===== src/rtl/bus_cmd_pkg.sv =====
// rtl/bus_cmd_pkg.sv - opcodes, response codes, states and frame sizes for the command bridge
package bus_cmd_pkg;

    localparam logic [7:0] OP_WRITE = 8'h57;
    localparam logic [7:0] OP_READ  = 8'h52;
    localparam logic [7:0] RSP_OK   = 8'h4B;
    localparam logic [7:0] RSP_ERR  = 8'h45;

    localparam int ADDR_BYTES = 4;
    localparam int DATA_BYTES = 4;

    typedef enum logic [2:0] {
        ST_IDLE,
        ST_ADDR,
        ST_DATA,
        ST_BUS,
        ST_RD_WAIT,
        ST_RESP
    } state_t;

    function automatic logic is_opcode(input logic [7:0] b);
        return (b == OP_WRITE) || (b == OP_READ);
    endfunction

endpackage


===== src/rtl/resp_serializer.sv =====
// rtl/resp_serializer.sv - sends a 1- or 4-byte response MSB first over a valid/ready handshake
module resp_serializer (
    input  logic        clk,
    input  logic        reset,
    input  logic        load,
    input  logic        word,
    input  logic [31:0] load_data,
    output logic [7:0]  tx_data,
    output logic        tx_valid,
    input  logic        tx_ready,
    output logic        done
);

    logic [31:0] shift_q, shift_d;
    logic [2:0]  left_q, left_d;
    logic        valid_q, valid_d;

    always_comb begin
        shift_d = shift_q;
        left_d  = left_q;
        valid_d = valid_q;
        done    = 1'b0;
        if (load) begin
            shift_d = load_data;
            left_d  = word ? 3'd4 : 3'd1;
            valid_d = 1'b1;
        end else if (valid_q && tx_ready) begin
            if (left_q == 3'd1) begin
                // clear the byte so tx_data idles at zero between responses
                shift_d = 32'h0;
                left_d  = 3'd0;
                valid_d = 1'b0;
                done    = 1'b1;
            end else begin
                shift_d = {shift_q[23:0], 8'h00};
                left_d  = left_q - 3'd1;
            end
        end
    end

    always_ff @(posedge clk or posedge reset) begin
        if (reset) begin
            shift_q <= 32'h0;
            left_q  <= 3'd0;
            valid_q <= 1'b0;
        end else begin
            shift_q <= shift_d;
            left_q  <= left_d;
            valid_q <= valid_d;
        end
    end

    assign tx_data  = shift_q[31:24];
    assign tx_valid = valid_q;

endmodule


===== src/rtl/bus_cmd_bridge.sv =====
// rtl/bus_cmd_bridge.sv - byte-stream command bridge issuing single-word peripheral bus reads/writes
module bus_cmd_bridge
    import bus_cmd_pkg::*;
#(
    parameter int TIMEOUT_CYCLES = 1_250_000,
    parameter int READ_LATENCY   = 1
) (
    input  logic        clk,
    input  logic        reset,
    input  logic [7:0]  rx_data,
    input  logic        rx_valid,
    output logic [7:0]  tx_data,
    output logic        tx_valid,
    input  logic        tx_ready,
    output logic        bus_req,
    input  logic        bus_gnt,
    output logic        CS_N,
    output logic        RD_N,
    output logic        WR_N,
    output logic [31:0] Addr,
    output logic [31:0] DataOut,
    input  logic [31:0] DataIn,
    output logic        overrun
);

    localparam int TW = $clog2(TIMEOUT_CYCLES);
    localparam logic [TW-1:0] TMO_LAST = TW'(TIMEOUT_CYCLES - 1);
    localparam logic [1:0]    LAT_LAST = 2'(READ_LATENCY - 1);
    localparam logic [1:0]    ADDR_LAST = 2'(ADDR_BYTES - 1);
    localparam logic [1:0]    DATA_LAST = 2'(DATA_BYTES - 1);

    state_t        state_q, state_d;
    logic [31:0]   addr_q, addr_d;
    logic [31:0]   data_q, data_d;
    logic [1:0]    cnt_q, cnt_d;
    logic          is_wr_q, is_wr_d;
    logic [TW-1:0] tmo_q, tmo_d;
    logic [1:0]    lat_q, lat_d;
    logic          bus_req_q, bus_req_d;
    logic          overrun_q, overrun_d;

    logic          rsp_load;
    logic          rsp_word;
    logic [31:0]   rsp_data;
    logic          rsp_done;
    logic          strobe;

    // the grant only gates the strobe while the registered state says BUS
    assign strobe = (state_q == ST_BUS) && bus_gnt;

    always_comb begin
        state_d   = state_q;
        addr_d    = addr_q;
        data_d    = data_q;
        cnt_d     = cnt_q;
        is_wr_d   = is_wr_q;
        tmo_d     = tmo_q;
        lat_d     = lat_q;
        overrun_d = overrun_q;
        rsp_load  = 1'b0;
        rsp_word  = 1'b0;
        rsp_data  = 32'h0;

        case (state_q)
            ST_IDLE: begin
                if (rx_valid) begin
                    if (is_opcode(rx_data)) begin
                        state_d = ST_ADDR;
                        cnt_d   = 2'd0;
                        tmo_d   = '0;
                        is_wr_d = (rx_data == OP_WRITE);
                    end else begin
                        state_d  = ST_RESP;
                        rsp_load = 1'b1;
                        rsp_data = {RSP_ERR, 24'h0};
                    end
                end
            end
            ST_ADDR, ST_DATA: begin
                if (rx_valid) begin
                    tmo_d = '0;
                    cnt_d = cnt_q + 2'd1;
                    if (state_q == ST_ADDR) begin
                        addr_d = {addr_q[23:0], rx_data};
                        if (cnt_q == ADDR_LAST) begin
                            cnt_d   = 2'd0;
                            state_d = is_wr_q ? ST_DATA : ST_BUS;
                        end
                    end else begin
                        data_d = {data_q[23:0], rx_data};
                        if (cnt_q == DATA_LAST) begin
                            cnt_d   = 2'd0;
                            state_d = ST_BUS;
                        end
                    end
                end else if (tmo_q == TMO_LAST) begin
                    tmo_d   = '0;
                    cnt_d   = 2'd0;
                    state_d = ST_IDLE;
                end else begin
                    tmo_d = tmo_q + 1'b1;
                end
            end
            ST_BUS: begin
                if (bus_gnt) begin
                    if (is_wr_q) begin
                        state_d  = ST_RESP;
                        rsp_load = 1'b1;
                        rsp_data = {RSP_OK, 24'h0};
                    end else begin
                        state_d = ST_RD_WAIT;
                        lat_d   = 2'd0;
                    end
                end
            end
            ST_RD_WAIT: begin
                if (lat_q == LAT_LAST) begin
                    state_d  = ST_RESP;
                    rsp_load = 1'b1;
                    rsp_word = 1'b1;
                    rsp_data = DataIn;
                end else begin
                    lat_d = lat_q + 2'd1;
                end
            end
            ST_RESP: begin
                if (rsp_done) begin
                    state_d = ST_IDLE;
                end
            end
            default: state_d = ST_IDLE;
        endcase

        if (rx_valid && (state_q == ST_BUS || state_q == ST_RD_WAIT || state_q == ST_RESP)) begin
            overrun_d = 1'b1;
        end

        bus_req_d = (state_d == ST_BUS);
    end

    always_ff @(posedge clk or posedge reset) begin
        if (reset) begin
            state_q   <= ST_IDLE;
            addr_q    <= 32'h0;
            data_q    <= 32'h0;
            cnt_q     <= 2'd0;
            is_wr_q   <= 1'b0;
            tmo_q     <= '0;
            lat_q     <= 2'd0;
            bus_req_q <= 1'b0;
            overrun_q <= 1'b0;
        end else begin
            state_q   <= state_d;
            addr_q    <= addr_d;
            data_q    <= data_d;
            cnt_q     <= cnt_d;
            is_wr_q   <= is_wr_d;
            tmo_q     <= tmo_d;
            lat_q     <= lat_d;
            bus_req_q <= bus_req_d;
            overrun_q <= overrun_d;
        end
    end

    resp_serializer u_resp (
        .clk       (clk),
        .reset     (reset),
        .load      (rsp_load),
        .word      (rsp_word),
        .load_data (rsp_data),
        .tx_data   (tx_data),
        .tx_valid  (tx_valid),
        .tx_ready  (tx_ready),
        .done      (rsp_done)
    );

    assign bus_req = bus_req_q;
    assign CS_N    = ~strobe;
    assign WR_N    = ~(strobe && is_wr_q);
    assign RD_N    = ~(strobe && !is_wr_q);
    assign Addr    = addr_q;
    assign DataOut = data_q;
    assign overrun = overrun_q;

endmodule


===== config.mk =====
export PLATFORM = sky130hd
export DESIGN_NAME = bus_cmd_bridge
export DESIGN_NICKNAME = d
export VERILOG_FILES = /design/src/rtl/bus_cmd_pkg.sv /design/src/rtl/resp_serializer.sv /design/src/rtl/bus_cmd_bridge.sv
export SDC_FILE = /design/constraint.sdc
export NUM_CORES = 1
export LEC_CHECK = 0
export BUFFER_PORTS_ARGS = -buffer_cell sky130_fd_sc_hd__buf_2
export CAP_MARGIN = 20
export CORE_UTILIZATION = 59
export DETAILED_ROUTE_END_ITERATION = 10
export PLACE_DENSITY = 0.95
export SLEW_MARGIN = 20
export SYNTH_ARGS = -nofsm -noshare
export SYNTH_HDL_FRONTEND = slang
export SYNTH_SLANG_ARGS = --single-unit

===== constraint.sdc =====
create_clock -name clk -period 5.9 [get_ports clk]
set_clock_uncertainty 0.05 [all_clocks]
set_input_delay 0.59 -clock clk [delete_from_list [all_inputs] [get_ports clk]]
set_output_delay 0.59 -clock clk [all_outputs]
set_load 0.1 [all_outputs]

### Yosys cells after proc, flatten, opt, wreduce, memory -nomap -nowiden

Cells that the tools add are included.

* flip-flop bits (word level): 131
* bits of input ports: 45
* logic and storage cells: 114

* add/sub/neg operators: 4
* equal/unequal tests: 17
* mux-type cells: 54
* bitwise operators: 4
* reductions and logical operators: 23

Operators with widths (number)
* two-way mux 32 bit: 4
* two-way mux 31 bit: 4
* one-hot mux 32 bit (3 select lines): 1
* two-way mux 21 bit: 4
* two-way mux 3 bit: 14
* one-hot mux 21 bit (2 select lines): 1
* adder 21 x 1 -> 21 bit, second input constant: 1
* == test 21 bit, second input constant: 1
* == test 8 x 7 -> 1 bit, second input constant: 2
* two-way mux 2 bit: 8
* one-hot mux 3 bit (5 select lines): 1
* two-way mux 1 bit: 14
* AND reduction 3 bit: 4
* inequality test 2 bit, second input constant: 5
* == test 3 x 2 -> 1 bit, second input constant: 3
* one-hot mux 2 bit (2 select lines): 2
* AND reduction 4 bit: 2
* nonzero test 2 bit: 4
* == test 3 x 1 -> 1 bit, second input constant: 2
* == test 3 bit, second input constant: 2
* logical AND 1 bit: 5
* adder 2 x 1 -> 2 bit, second input constant: 2
* inverter 1 bit: 4
* zero test 3 bit: 1
* 9 further kinds: 11

### Longest topological paths before layout

* depth in word-level cells: 9
* depth in mapped cells: 9
* gate-level depth less buffers: 7

### Cells and area by module

Synthesis repeated with hierarchy kept, for this count alone.

* cells, all modules: 514
* area, all modules: 6085.8 um^2

Modules (own cells, without submodules)
* bus_cmd_bridge: times used 1, cells each 383, area an instance 4445.5 um^2
* resp_serializer: times used 1, cells each 131, area an instance 1640.3 um^2

### Worst setup path after synthesis

Ideal clock, no wire load.

* path kind: input to register
* start point: in bus_gnt
* end point: reg u_resp.shift_q[25]
* arrival: 2643 ps
* data required time: 5717 ps
* setup slack: 3074 ps
* stages on the path: 7
* buffers on the path: 3
* cell sequence: and4b_1 > nand2_1 > and4_1 > clkbuf_1 > clkbuf_1 > clkbuf_1 > a21oi_1

* longest elaborated chain between the ends: 3
* elaborated cells on any way between the ends: 6

RTL lines
* from (decl): RTL line bus_cmd_bridge.sv:16 `input logic bus_gnt,`
* two-way mux 31 bit or two-way mux 1 bit (tied branches): RTL line bus_cmd_bridge.sv:105 `if (bus_gnt) begin`
* one-hot mux 32 bit (3 select lines) or one-hot mux 1 bit (3 select lines) (tied branches): RTL line bus_cmd_bridge.sv:64 `case (state_q)`
* two-way mux 32 bit or nonzero test 2 bit (tied branches)
* to (signal assigned): RTL line resp_serializer.sv:47 `shift_q <= shift_d;`
* to (decl): RTL line resp_serializer.sv:14 `logic [31:0] shift_q, shift_d;`

Several ways; a longest one is shown, not always the timed one.
A chain may end at the register's enable or synchronous reset.

### Final worst setup path

* start point: reg tmo_q[11]
* end point: reg bus_req_q (netlist: bus_req)

* longest elaborated chain between the ends: 5

RTL lines
* from (decl): RTL line bus_cmd_bridge.sv:37 `logic [TW-1:0] tmo_q, tmo_d;`
* from (signal assigned): RTL line bus_cmd_bridge.sv:158 `tmo_q <= tmo_d;`
* == test 21 bit: RTL line bus_cmd_bridge.sv:96 `end else if (tmo_q == TMO_LAST) begin`
* two-way mux 3 bit: RTL line bus_cmd_bridge.sv:96
* two-way mux 3 bit: RTL line bus_cmd_bridge.sv:80 `if (rx_valid) begin`
* one-hot mux 3 bit (5 select lines): RTL line bus_cmd_bridge.sv:64
* named net state_d[0]: RTL line bus_cmd_bridge.sv:32 `state_t state_q, state_d;`
* == test 3 x 2 -> 1 bit: RTL line bus_cmd_bridge.sv:138 `bus_req_d = (state_d == ST_BUS);`
* named net bus_req_d: RTL line bus_cmd_bridge.sv:39 `logic bus_req_q, bus_req_d;`
* to (signal assigned): RTL line bus_cmd_bridge.sv:160 `bus_req_q <= bus_req_d;`
* to (decl): RTL line bus_cmd_bridge.sv:39

The timed path passes the listed nets, and every way through them passes these cells.

==> key figures <==
Floorplan
  • Effective utilization at floorplan: between 60 and 70%
  • Core box area: between 9000 and 10,000 um^2
  • I/O pin count: 123
  • Placement Rows: 35
  • Die outline width: slightly above 100 um
  • Overall die area: 10,300 um^2
  • Vertical extent of the die: roughly 100 um

Clocking
  • Clock tree from TritonCTS: done
  • Clock H-tree levels: 4
  • Clock slew seen by the registers of the worst setup and hold paths: 0.06 ns
  • Setup Buffers After CTS: 0
  • # hold bufs at CTS: 0
  • Clock tree root driver cell: clkbuf_8
  • Number of CTS-inserted buffers: 17
  • Worst-case clock buffer depth: 2
  • Number of clock sinks: roughly 130
  • Clock Latency Late Sink: about 0.52 ns
  • Post-CTS resize count: 0

Timing
  • Worst hold-check slack: 0.114 ns
  • Setup repair after global routing missed its margin: false
  • Endpoints failing setup: 0
  • Max_slew headroom: between 30% and 40%
  • Top achievable clock speed: around 330 MHz
  • Max-slew violation count: 0
  • Number of endpoints with negative hold slack in the final report: 0
  • Setup Total Neg Slack: 0 ns
  • Actual slew at the worst max-slew pin: between 0.9 and 1 ns
  • Minimum clock period after layout: 2.99 ns
  • Period utilization: between 50% and 60%

Detailed routing
  • Average wire per cell in the routed design: ~18 um
  • Average via count per standard cell: around 6
  • Length of the first detailed-routing pass in iterations: 5
  • Final routed DRC violation total: 0
  • Total number of vias: roughly 4,700
  • Routed Wire Length: ~14,000 um
  • Iteration-0 DRC count of the detailed router: 503
  • Post-route antenna net violation count: 0

GRT
  • Number of global-route vias before repair: 4,631
  • GRT Overall Usage: between 20% and 30%
  • Global-route wire length before repair: 22,600 um
  • Grt total ovfl: 0
  • Maximum number of pins on one net before global-route repair: 77
  • Initial antenna violation count: 0

Run status
  • Status: finished, final reports clean

Place
  • Standard cell area after detailed placement: between 6000 and 7000 um^2
  • Number of port buffers: 122
  • Routability congestion estimate: 0.849
  • Detailed Place HPWL: slightly above 9000 um

Power
  • Net switching component of the power: between 0.002 and 0.0025 W
  • Proportion of total power due to net switching: a little under 50%
  • Total power divided by cell area: 623 nW/um^2
  • Seq pwr share: between 30 and 40%
  • Internal power: between 0.002 and 0.0025 W
  • Clk pwr share: between 20% and 30%
  • Max rail drop VDD: roughly 0.58 mV
  • Part of the power in combinational logic: 44.9%
  • Leakage: 3.44 nW

Synthesis
  • Count of state elements after synthesis: 131
  • Combined area of all synthesized cells: slightly below 6000 um^2
  • Post-synthesis cell type count: between 50 and 60
  • Synth Net Count: between 500 and 600
  • Yosys warns: 0
  • Fraction of the yosys area taken by sequential cells: between 50 and 60%
  • Async SR Flop Fraction: between 90% and 100%
  • Synth Area per Inst: around 11 um^2
  • Top flip-flop cell by instance count after synthesis: dfrtp_1
  • Number of standard cells after synthesis: 513
  • Count of flip-flops with a built-in enable after synthesis: 0

Worst setup path
  • Critical path start-end classification: reg2reg
  • Arrival time of data at the critical path endpoint: roughly 3.4 ns
  • Crit-path max FO: 31
  • Required time at the worst-slack endpoint: 6.26 ns
  • CP startpoint kind: flop
  • CP Capture Type: flop

Cells and area
  • Area added between synthesis and finish: 22.0%
  • Total area of sequential cells: 3280 um^2
  • Final design instance area without fill: 7130 um^2
  • Fill count: 539
  • Number of inserted diodes: 0
  • Fraction of layout cells with a size suffix above 1: roughly a third
  • Area of the multi-input gates: between 2000 and 2500 um^2
  • Number of nets in the finished design: just under 700

Flow run
  • Total of max-cap violations: 0

Hold path
  • Worst hold path type: in2async
cells by family after synthesis:
logic type / Yosys count / synth area share (%)
xor gates and xnor gates: 3 / 0.449
and+or+nand+nor: 136 / 12.3
muxes: 64 / 12.3
buffers and inverters: 47 / 3.57
AOI/OAI and AO/OA: 127 / 14.3
adders and majority gates: 5 / 1.07
DFF: 131 / 56.1
synthesized netlist by cell type, types with 4 or more instances:
| master | instances | area, um^2 |
|---|---|---|
| a22oi_1 | 19 | 143 |
| nand3_1 | 12 | 60.1 |
| ha_1 | 5 | 62.6 |
| a22o_1 | 10 | 87.6 |
| and2_1 | 6 | 37.5 |
| o21ai_0 | 20 | 100 |
| clkbuf_1 | 22 | 82.6 |
| nor2b_1 | 7 | 43.8 |
| a21oi_1 | 21 | 105 |
| nand4_1 | 5 | 31.3 |
| nor3_1 | 11 | 55.1 |
| and4_1 | 4 | 35.0 |
| a221oi_1 | 5 | 43.8 |
| buf_4 | 8 | 60.1 |
| nand2_1 | 47 | 176 |
| o21ai_1 | 16 | 80.1 |
| nand2b_1 | 7 | 43.8 |
| inv_1 | 11 | 41.3 |
| mux2_1 | 8 | 90.1 |
| buf_1 | 4 | 15.0 |
| mux2_2 | 56 | 631 |
| a31oi_1 | 13 | 81.3 |
| dfrtp_1 | 131 | 3280 |
| and3_1 | 5 | 31.3 |
| nor2_1 | 12 | 45.0 |
| a211o_1 | 4 | 35.0 |
| a41oi_1 | 4 | 35.0 |
per-stage QoR:
| step | instances | worst slack (ns) | utilization (%) | power [W] |
|---|---|---|---|---|
| after detailed placement | 735 | 2.94 | 69.2 | 0.00332 |
| after global routing | 767 | 2.82 | 75.8 | 0.00462 |
| final | 767 | 2.91 | 75.8 | 0.00444 |
| after global placement | 735 | 3.03 | 69.2 | 0.00325 |
| after CTS | 767 | 2.94 | 75.8 | 0.00445 |
| after floorplan | 513 | 1.76 | - | 0.00301 |
area by class of cell:
cell class	count	share of cell area, %
inverter	11	0.614
timing repair buffer	129	9.29
multi-input combinational	335	33.2
sequential	131	45.9
clock inverter	14	2.67
clock buffer	18	6.00
tap	129	2.26
path summary, 6_finish.rpt:
check / startpoint / endpoint / slack, ns / depth (start not counted)
worst max-delay path: tmo_q[11]$_DFFE_PP0P_ / bus_req$_DFF_PP0_ / 2.91 / 5
worst min-delay path: reset / u_resp.shift_q[31]$_DFFE_PP0P_ / 0.11 / 2
worst max register to register: tmo_q[11]$_DFFE_PP0P_ / bus_req$_DFF_PP0_ / 2.91 / 5
worst min register to register: overrun$_DFFE_PP0P_ / overrun$_DFFE_PP0P_ / 0.43 / 1
max in group asynchronous: reset / tmo_q[0]$_DFFE_PP0P_ / 4.29 / 3
min in group clk: DataIn[4] / u_resp.shift_q[4]$_DFFE_PP0P_ / 0.23 / 2
layout by cell type, fill, tap and decap left out, types with 3 or more instances in the layout:
| master | instances |
|---|---|
| mux2_1 | 8 |
| a21oi_1 | 21 |
| a22o_1 | 10 |
| bufinv_16 | 3 |
| nand2_1 | 47 |
| a41oi_1 | 4 |
| or3_1 | 3 |
| a31oi_1 | 13 |
| o21ai_1 | 16 |
| and2_1 | 6 |
| nand4_1 | 5 |
| ha_1 | 5 |
| a221oi_1 | 5 |
| clkinv_4 | 3 |
| o21ai_0 | 20 |
| or4_1 | 3 |
| nand3b_1 | 3 |
| nand3_1 | 12 |
| and3_1 | 5 |
| dfrtp_1 | 131 |
| mux2_2 | 56 |
| a211o_1 | 4 |
| clkbuf_16 | 16 |
| buf_2 | 122 |
| nor2_1 | 12 |
| buf_4 | 7 |
| inv_6 | 5 |
| nor3_1 | 9 |
| a22oi_1 | 19 |
| inv_1 | 10 |
| nor2b_1 | 7 |
| and4_1 | 4 |
| nand2b_1 | 7 |
registers in the layout (all words and copies together) (netlist names):
name,flops
u_resp.tx_valid,1
overrun,1
DataOut,32
Addr,32
u_resp.shift_q,32
state_q,3
cnt_q,2
u_resp.left_q,3
lat_q,2
is_wr_q,1
tmo_q,21
bus_req,1
power groups by stage:
stage,Clock (W),Sequential (W),Combinational (W)
2_1_floorplan,0,0.00215,0.000853
3_3_place_gp,0,0.00133,0.00192
3_5_place_dp,0,0.00135,0.00197
4_1_cts,0.00111,0.00134,0.00199
5_1_grt,0.00115,0.00138,0.00209
6_report,0.00110,0.00135,0.00199
metal layers:
layer	track usage (%)	up-vias	routed length (um)	share of wire [%]
met3	7.66	37	1000	7.1
met2	48.1	229	7220	51
met1	35.0	2323	5580	39
li1	-	2114	-	-
met4	13.7	0	332	2.3
met5	0	-	0	0
critical path, cell delays in order, from the launching register on:
cell and delay [ns]:
dfrtp_1 0.43, or4b_1 0.53, or4_1 0.57, o21a_1 0.56, a2111o_1 0.56, and2_1 0.17
No activity file was read; power rests on OpenSTA's default activity.
